File: src/rtl/mem_arbiter.sv
// Single-port memory arbiter: serialises instruction fetches and data accesses
// onto one RAM port, alternates priority on conflict and owns the LL/SC link.
module mem_arbiter #(
    parameter int ADDR_W = 32,
    parameter int DATA_W = 32
) (
    input  logic              clk_i,
    input  logic              rst_i,
    input  logic              iren_i,
    input  logic [ADDR_W-1:0] iaddr_i,
    output logic              iwait_o,
    output logic [DATA_W-1:0] iload_o,
    input  logic              dren_i,
    input  logic              dwen_i,
    input  logic              datomic_i,
    input  logic [ADDR_W-1:0] daddr_i,
    input  logic [DATA_W-1:0] dstore_i,
    output logic              dwait_o,
    output logic [DATA_W-1:0] dload_o,
    output logic              ram_ren_o,
    output logic              ram_wen_o,
    output logic [ADDR_W-1:0] ram_addr_o,
    output logic [DATA_W-1:0] ram_store_o,
    input  logic [DATA_W-1:0] ram_load_i,
    input  logic              ram_ready_i
);

    typedef enum logic [1:0] {
        ST_IDLE  = 2'd0,
        ST_DATA  = 2'd1,
        ST_INSTR = 2'd2
    } state_e;

    typedef enum logic {
        GRANT_I = 1'b0,
        GRANT_D = 1'b1
    } grant_e;

    state_e            state_q, state_d;
    grant_e            last_grant_q, last_grant_d;
    logic              link_valid_q, link_valid_d;
    logic [ADDR_W-1:2] link_addr_q, link_addr_d;

    logic d_req;
    logic sc_req;
    logic link_hit;
    logic grant_data;

    assign d_req      = dren_i | dwen_i;
    assign sc_req     = dwen_i & datomic_i;
    assign link_hit   = link_valid_q && (link_addr_q == daddr_i[ADDR_W-1:2]);
    // On conflict the data side wins only if instruction fetch was served last.
    assign grant_data = d_req && (!iren_i || (last_grant_q == GRANT_I));

    // NOTE: sequential state uses non-blocking assignments so every register
    // samples the pre-edge value of its neighbours.
    always_ff @(posedge clk_i) begin
        if (rst_i) begin
            state_q      <= ST_IDLE;
            last_grant_q <= GRANT_D;
            link_valid_q <= 1'b0;
            link_addr_q  <= '0;
        end else begin
            state_q      <= state_d;
            last_grant_q <= last_grant_d;
            link_valid_q <= link_valid_d;
            link_addr_q  <= link_addr_d;
        end
    end

    // NOTE: every output and next-state signal gets a default first, so no
    // path through the case statement can infer a latch.
    always_comb begin
        state_d      = state_q;
        last_grant_d = last_grant_q;
        link_valid_d = link_valid_q;
        link_addr_d  = link_addr_q;
        iwait_o      = 1'b1;
        iload_o      = '0;
        dwait_o      = 1'b1;
        dload_o      = '0;
        ram_ren_o    = 1'b0;
        ram_wen_o    = 1'b0;
        ram_addr_o   = '0;
        ram_store_o  = '0;

        case (state_q)
            ST_IDLE: begin
                if (grant_data) begin
                    last_grant_d = GRANT_D;
                    if (sc_req && !link_hit) begin
                        // Failed SC completes here without touching RAM.
                        dwait_o      = 1'b0;
                        link_valid_d = 1'b0;
                    end else begin
                        state_d = ST_DATA;
                    end
                end else if (iren_i) begin
                    last_grant_d = GRANT_I;
                    state_d      = ST_INSTR;
                end
            end

            ST_DATA: begin
                ram_addr_o  = daddr_i;
                ram_wen_o   = dwen_i;
                ram_ren_o   = dren_i & ~dwen_i;
                ram_store_o = dstore_i;
                if (ram_ready_i) begin
                    dwait_o = 1'b0;
                    state_d = ST_IDLE;
                    if (dwen_i) begin
                        dload_o = {{(DATA_W-1){1'b0}}, datomic_i};
                        if (datomic_i || (link_addr_q == daddr_i[ADDR_W-1:2])) begin
                            link_valid_d = 1'b0;
                        end
                    end else begin
                        dload_o = ram_load_i;
                        if (datomic_i) begin
                            link_valid_d = 1'b1;
                            link_addr_d  = daddr_i[ADDR_W-1:2];
                        end
                    end
                end
            end

            ST_INSTR: begin
                ram_addr_o = iaddr_i;
                ram_ren_o  = 1'b1;
                if (ram_ready_i) begin
                    iwait_o = 1'b0;
                    iload_o = ram_load_i;
                    state_d = ST_IDLE;
                end
            end

            default: state_d = ST_IDLE;
        endcase
    end

endmodule

File: config.mk
export PLATFORM = sky130hd
export DESIGN_NAME = mem_arbiter
export DESIGN_NICKNAME = d
export VERILOG_FILES = /design/src/rtl/mem_arbiter.sv
export SDC_FILE = /design/constraint.sdc
export NUM_CORES = 1
export LEC_CHECK = 0
export BUFFER_PORTS_ARGS = -buffer_cell sky130_fd_sc_hd__buf_2
export CORE_AREA = 2 2 103 105
export CTS_BUF_LIST = sky130_fd_sc_hd__clkbuf_8
export CTS_CLUSTER_DIAMETER = 100
export CTS_CLUSTER_SIZE = 16
export DETAILED_ROUTE_END_ITERATION = 7
export DIE_AREA = 0 0 105 107
export PLACE_DENSITY = 0.76
export SETUP_SLACK_MARGIN = 0.5
export SLEW_MARGIN = 20
export SYNTH_ARGS = -nofsm -noshare
export SYNTH_HDL_FRONTEND = slang
export SYNTH_SLANG_ARGS = --single-unit
File: constraint.sdc
create_clock -name clk_i -period 4.5 [get_ports clk_i]
set_clock_uncertainty 0.15 [all_clocks]
set_input_delay 0.9 -clock clk_i [delete_from_list [all_inputs] [get_ports clk_i]]
set_output_delay 0.9 -clock clk_i [all_outputs]
set_load 0.02 [all_outputs]
# Word level (Yosys, flattened, before mapping)
# Index checks and enable logic that the tools add are counted.
dict set report word_totals {
  register_bits 34
  latchBits 0
  ram_bits 0
  romBits 0
  n_memories 0
}
dict set report op_classes {
  n_addsub 0
  multipliers 0
  div_mod_pow 0
  magnitude_cmp 0
  eq_ne 11
  shift 0
  mux 28
  bitwise_logic 5
  n_reduce_logical 15
}
# cell n
set op_table {}
lappend op_table {{$mux W32} 6}
lappend op_table {{$pmux W32 S2} 1}
lappend op_table {{$eq A30 B30 Y1} 1}
lappend op_table {{$mux W1} 13}
lappend op_table {{$ne A3 B3 Y1 const B} 4}
lappend op_table {{$mux W2} 4}
lappend op_table {{$ne A2 B2 Y1 const B} 3}
lappend op_table {{$pmux W1 S2} 3}
lappend op_table {{$reduce_and A6 Y1} 1}
lappend op_table {{$pmux W2 S2} 1}
lappend op_table {{$reduce_and A4 Y1} 1}
lappend op_table {{$reduce_bool A2 Y1} 2}
lappend op_table {{$logic_and A1 B1 Y1} 3}
lappend op_table {{$reduce_and A3 Y1} 1}
lappend op_table {{$and A1 B1 Y1} 2}
lappend op_table {{$eq A2 B1 Y1 const B} 1}
lappend op_table {{$eq A2 B2 Y1 const B} 1}
lappend op_table {{$logic_not A1 Y1} 2}
lappend op_table {{$logic_not A2 Y1} 1}
lappend op_table {{$logic_or A1 B1 Y1} 2}
lappend op_table {{$ne A2 B1 Y1 const B} 1}
lappend op_table {{$not A1 Y1} 2}
lappend op_table {{$reduce_and A2 Y1} 1}
lappend op_table {{$reduce_or A2 Y1} 1}
lappend op_table {{$or A1 B1 Y1} 1}

# Logic depth before layout (Yosys ltp)
# Gate-level depths: netlist (run 1).
dict set report depth {
  depth_word 7
  depth_mapped 7
  mapped_depth_nobuf 7
}

# Worst setup path after synthesis (run 1)
# Ideal clock, no wire load.
dict set report synth_timing {
  kind {input port to output port}
  start {input daddr_i[5]}
  end {output dwait_o}
  arrival_time_ns 1.855
  setup_slack_ns 1.595
  cell_stages 6
  n_path_buf 0
  cell_sequence {xnor2_1 > nand4_1 > nor4_2 > a31oi_1 > a21oi_1 > or2_2}
}
dict set report synth_between {
  elab_chain_cells 7
}
# element line
set synth_lines {}
lappend synth_lines {{from (decl)} 16} ;# input logic [ADDR_W-1:0] daddr_i,
lappend synth_lines {{$eq A30 B30 Y1} 51} ;# assign link_hit = link_valid_q && (link_addr_q == daddr_i[ADDR_W-1:2]);
lappend synth_lines {{$logic_and A1 B1 Y1} 51}
lappend synth_lines {{$logic_not A1 Y1} 91} ;# if (sc_req && !link_hit) begin
lappend synth_lines {{$logic_and A1 B1 Y1} 91}
lappend synth_lines {{$mux W1} 91}
lappend synth_lines {{$mux W1} 89} ;# if (grant_data) begin
lappend synth_lines {{$pmux W1 S2} 87} ;# case (state_q)
lappend synth_lines {{to (decl)} 18} ;# output logic dwait_o,
# Every way passes these cells.

# Final worst setup path (run 1)
dict set report layout_timing {
  start {input daddr_i[21]}
  end {output dwait_o}
}
# The elaborated chain is that of the path after synthesis.

==> reports/qor.yml, run 1 <==
clockBufferDepth: 2
status: "completed"
min-delay-start: "link_addr_q[23]"
hold_end: "link_addr_q[23]"
path_class: "input pin to output pin"
worstPathCellList: "buf_2, xnor2_1, nand4_1, nor4_2, a31oi_1, a21oi_1, or2_2, buf_2"
drv_slew: 0
vdd_drop_max_mv: 0.1364
crit_path_top_delay_cell: "nor4_2"
area_growth_pct: 54.42
post-dp-hpwl_um: 9007
grt_pass1_vias: 3270
synth-main-ff-cell: "dfxtp_1"
relSlewSlack: 0.3444
via_per_inst: 4.708
min_path_type: "flip-flop to flip-flop"
setup_viol: 0
cts.sinks: 34
drive_above_1_share: 0.4422
fmax_mhz: 284.0
io_pins: 267
grt_max_degree: 69
fp.dieArea_mm2: 0.01124
ys_ff_latch: 34
drcViolationCount: 0
post_cts_buffers: 0
hold_path_depth: 2
first_pass_iters: 5
routabilityCongestion: 0.8020
final_hold_viol_count: 0
rsz0062_at_grt: "no"
yosysUniqueCellTypes: 28
crit_required_ps: 3450
yosysWarnings: 0
critPathBufInv: 2
syn_area_mm2: 0.002846
fin_crit_ps: 3521
synth-seq-area-share: 0.2391
critPathLaunchType: "input pin"
port_buffers: 266
period_share: 0.7825
syn_inst: 406
vias: 3696
cts_resized: 0
numCtsBuffers: 5
postRouteAntennaNets: 0
num_rows: 37
crit_fanout: 4
fin_ws_ps: 978.6
htreeDepth: 2
drt-total-wl_um: 11710
antenna_found_initial: 1
worst_slew_pin_slew_ps: 983.4
use_met3: 0.04073
p_leak_nw: 2.402
max_stage_delay_ps: 450
syn_nets: 544
async_flop_share: 0
routedWlPerCell_um: 14.92
gr-total-overflow: 0
fin_nets: 786
final.setup.tns_ps: 0
met1_usage: 0.2604
power_mw: 1.345
n_antenna_cell: 0
fill_cells: 1085
worst_path_most_repeated_cell: "buf_2"
hold_buffers: 0
cp-end-kind: "output pin"
die_w_um: 105
start_util: 0.2820
root_buffer: "clkbuf_8"
top_usage_layer: "met2"
maxCapViolations: 0
power_density_mw_per_mm2: 305.9
die_h_um: 107
use_met2: 0.3200
cts_tree: "built"
grt_pass1_wl_um: 17430
drt_iter0_drc: 208
insertion_delay_ps: 290
reg2reg_depth: 8
synth.avg_cell_area_um2: 7.011
worstReg2RegEnd: "link_addr_q[6]"
crit_family: "simple AND/OR/NAND/NOR gates"
pre_cts_ws_ps: 978.2
clkTransAtPathRegs_ps: 70
synth_edf_count: 0
r2r-start: "state_q[1]"
coreArea_mm2: 0.01009
critPathArrivalTime_ps: 2470
grt.total_usage: 0.1937
regToRegSetupSlack_ps: 1960
[layer usage]
layer / wire (um) / part of all wire
met5: 13 / 0.0011
met4: 105 / 0.0090
met3: 773 / 0.066
met2: 5631 / 0.48
met1: 5189 / 0.44
[synthesized netlist by cell type, types with 2 or more instances]
cell type / count / area (um^2)
nor2_1: 6 / 22.52
a21oi_1: 35 / 175.2
buf_2: 3 / 15.01
inv_1: 5 / 18.77
nand3_1: 3 / 15.01
nand4_1: 7 / 43.79
and2_1: 33 / 206.5
nand2b_1: 5 / 31.28
a22oi_1: 32 / 240.2
mux2i_1: 2 / 20.02
and3_1: 64 / 400.4
dfxtp_1: 34 / 680.7
nand2_1: 66 / 247.7
xnor2_1: 30 / 262.8
ha_1: 3 / 37.54
nor2b_1: 34 / 212.7
clkbuf_1: 33 / 123.9
[sequential cells by signal, indices dropped and copies added (netlist names)]
| register | flops |
|---|---|
| last_grant_q | 1 |
| state_q | 2 |
| link_addr_q | 30 |
| link_valid_q | 1 |
[power by group]
group / internal (mW) / switching, mW
logic: 0.267 / 0.415
registers: 0.312 / 0.00764
clock network: 0.222 / 0.120
[kinds of logic after synthesis]
kind of cell / count (synthesis) / synth area share
buffers and inverters: 42 / 0.05670
AND/OR/NAND/NOR: 222 / 0.4264
AO/OA/AOI/OAI: 73 / 0.1653
XOR/XNOR: 30 / 0.09231
flip-flops: 34 / 0.2391
multiplexers: 2 / 0.007033
adder cells (fa/ha/maj): 3 / 0.01319
[final cells by class]
type                       count  area, um^2  area share
sequential                    34       680.7      0.1549
multi-input combinational    330        2012      0.4577
clock buffer                   5       68.82     0.01566
timing repair buffer         272        1376      0.3131
clock inverter                 3       68.82     0.01566
tap                          136       170.2     0.03871
inverter                       5       18.77    0.004270
[worst max-delay path by stage]
| stage | start | endpoint | slack [ps] | depth (start not counted) |
|---|---|---|---|---|
| finish | daddr_i[21] | dwait_o | 980 | 8 |
| global route | daddr_i[21] | dwait_o | 810 | 8 |
| CTS | daddr_i[21] | dwait_o | 970 | 8 |
| detailed placement | daddr_i[21] | dwait_o | 980 | 8 |
| global placement | daddr_i[21] | dwait_o | 960 | 8 |
| floorplan | daddr_i[5] | dwait_o | 1600 | 6 |
[tightest hold or removal path: cells and delay by family (launching register included)]
| family | cells | cell delay, ps |
|---|---|---|
| and+or+nand+nor | 1 | 50 |
| AOI/OAI and AO/OA | 1 | 50 |
| DFF | 1 | 320 |
[cell usage in the layout (no fill, tap or decap), types with 6 or more instances in the layout]
cell type and n:
nand2_1 66, and2_1 33, a22oi_1 32, and3_1 64
buf_4 6, xnor2_1 30, nor2b_1 33, dfxtp_1 34
buf_2 266, nand4_1 7, a21oi_1 35, nor2_1 6
[through the flow]
stage	cell area [um^2]	instances	util	hold WS, ps
final	4395	785	0.4355	318.4
after global routing	4395	785	0.4355	335.5
after CTS	4395	785	0.4355	320.0
after detailed placement	4258	777	0.4219	308.9
after global placement	4258	777	0.4219	304.5
after floorplan	2846	406	-	298.8
Note: power is estimated with default switching activity, not from simulation.
==> run 2, diff against run 1 <==
- ABC_AREA: unset -> 1
- PLACE_DENSITY: 0.76 -> 0.79
- clock period: 4.5 -> 3.12 ns (I/O delays scaled with it)
==> reports/qor.yml, run 2 <==
status: "completed"
start_util: 0.2868
fp.dieArea_mm2: 0.01124
grt_pass1_vias: 3496
grt.total_usage: 0.1696
async_flop_share: 0
drt_iter0_drc: 245
placed_cell_area_mm2: 0.004352
drive_above_1_share: 0.3824
synth_edf_count: 0
yosysTopAreaCell: "dfxtp_1"
final.setup.tns_ps: 0
coreArea_mm2: 0.01009
reg2reg_depth: 9
cp-startpoint: "state_q[0]"
fin_nets: 953
port_buffers: 266
fin_area_mm2: 0.004638
num_rows: 37
final_common_cell: "buf_2"
die_h_um: 107
path_class: "flip-flop to output pin"
htreeDepth: 2
crit_required_ps: 2350
swShare: 0.4725
drcViolationCount: 0
grt_max_degree: 67
syn_nets: 694
fill_cells: 1099
regToRegSetupSlack_ps: 850
fin_crit_ps: 2529
postRouteAntennaNets: 0
relSlewSlack: 0.5525
clockBufferDepth: 2
crit_fanout: 33
area_growth_pct: 60.27
gr-total-overflow: 0
routedWlPerCell_um: 10.89
io_pins: 267
vdd_drop_max_mv: 0.2181
internal-power_mw: 1.038
vias: 4045
power_mw: 1.967
seq_area_um2: 680.7
maxCapViolations: 0
cts_tree: "built"
final_cell_count_no_fill: 952
yosysUniqueCellTypes: 23
seqPwrFrac: 0.248
p_leak_nw: 2.887
routabilityCongestion: 0.7627
n_antenna_cell: 0
crit_end: "ram_addr_o[4]"
largest_reg_flops: 30
rsz0062_at_grt: "yes"
final_hold_viol_count: 0
synth_top_cell_area_share: 0.2352
final_cell_mix: "buf_2, nand2_1, nor2_1"
drt-total-wl_um: 10370
fmax_mhz: 395.4
first_pass_iters: 5
root_buffer: "clkbuf_8"
yosysMostFrequentCell: "nand2_1"
syn_area_mm2: 0.002894
post-dp-hpwl_um: 7939
p_switching_mw: 0.9297
pwr-share-clk: 0.173
p_comb_frac: 0.579
power_density_mw_per_mm2: 424.2
numCtsBuffers: 5
r2r-start: "state_q[1]"
setup_viol: 0
dp_cells: 937
syn_inst: 556
period_share: 0.8106
synth-seq-area-share: 0.2352
synth.cells.most_frequent: "nand2_1, nor2_1, inv_1, a21oi_1, dfxtp_1"
synth.avg_cell_area_um2: 5.205
via_per_inst: 4.249
worst_slew_pin_slew_ps: 669.6
regMostFlops: "link_addr_q"
critPathLaunchType: "flip-flop"
reg_top3: "link_addr_q: 30 flops, state_q: 2 flops"
synthTopCellsByArea: "dfxtp_1, nand2_1, nor2_1"
antenna_found_initial: 0
cp-end-kind: "output pin"
cts.sinks: 34
clkTransAtPathRegs_ps: 70
insertion_delay_ps: 280
synth-main-ff-cell: "dfxtp_1"
critPathArrivalTime_ps: 1750
yosysWarnings: 0
grt_pass1_wl_um: 15720
ys_ff_latch: 34
multi_input_area_mm2: 0.001812
min_path_type: "flip-flop to flip-flop"
die_w_um: 105
drv_slew: 0
worstReg2RegEnd: "link_addr_q[13]"
run 2: changes by cell type after synthesis, sizes merged, moves of 31 or more:
cell	before	now
and3	64	0
nand2	66	162
nor2	6	120
o21ai	0	31
and2	33	0
a22oi	32	0
nor2b	34	0
inv	5	101
run 2: worst min path at each step:
stage / cells past startpoint / start / end / slack [ps]
after detailed placement: 2 / link_addr_q[22] / link_addr_q[22] / 310
after floorplan: 2 / link_addr_q[23] / link_addr_q[23] / 290
after global routing: 2 / link_addr_q[22] / link_addr_q[22] / 360
after CTS: 2 / link_addr_q[22] / link_addr_q[22] / 330
final: 2 / link_addr_q[2] / link_addr_q[2] / 320
after global placement: 2 / link_addr_q[7] / link_addr_q[7] / 300
run 2: timing repair:
action,CTS,global route
pin swaps,0,12
hold buffers,0,0
gates cloned,1,1
setup endpoints to repair,34,37
gates resized for setup,7,26
buffers inserted,2,3
run 2: power groups by stage:
stage	Clock, mW	Sequential (mW)	Combinational, mW
2_1_floorplan	0	0.489	0.697
5_1_grt	0.377	0.492	1.27
4_1_cts	0.354	0.484	1.09
3_3_place_gp	0	0.492	1.07
6_report	0.340	0.488	1.14
3_5_place_dp	0	0.494	1.07
run 2: metal layers:
metal	up-vias	part of all wire	wire, um	global-route usage
met5	-	0	0	0
met4	0	0.0049	51	0.03048
met3	4	0.068	703	0.03404
met2	165	0.48	4969	0.3061
met1	1718	0.45	4642	0.2104
li1	2158	-	-	-
run 2: per-stage QoR:
step | hold WS (ps) | setup slack (ps) | utilization
after CTS | 325.3 | 451.6 | 0.4447
after detailed placement | 314.0 | 441.2 | 0.4312
after floorplan | 293.1 | 873.7 | -
after global routing | 356.8 | 481.0 | 0.4596
after global placement | 303.1 | 453.4 | 0.4312
final | 321.7 | 591.0 | 0.4596
run 2: layout make-up:
type / instances / area share
Multi-Input combinational cell: 392 / 0.3906
Timing Repair Buffer: 279 / 0.3213
Sequential cell: 34 / 0.1467
Inverter: 102 / 0.08336
Tap cell: 136 / 0.03669
Clock buffer: 6 / 0.01780
Clock inverter: 2 / 0.001888
Timing Repair inverter: 1 / 0.001619
run 2: cell families after synthesis:
| logic type | after synthesis | synth area share |
|---|---|---|
| simple gates | 290 | 0.3835 |
| flops | 34 | 0.2352 |
| compound gates | 81 | 0.1431 |
| buf+inv | 130 | 0.1708 |
| xor+xnor | 18 | 0.05447 |
| fa+ha+maj | 3 | 0.01297 |
run 2: worst max-delay path, cell delays in order, from the launching register on:
cell	delay, ps
dfxtp_1	380
inv_1	90
ha_1	280
clkinv_1	90
buf_6	190
a21oi_1	200
buf_2	200
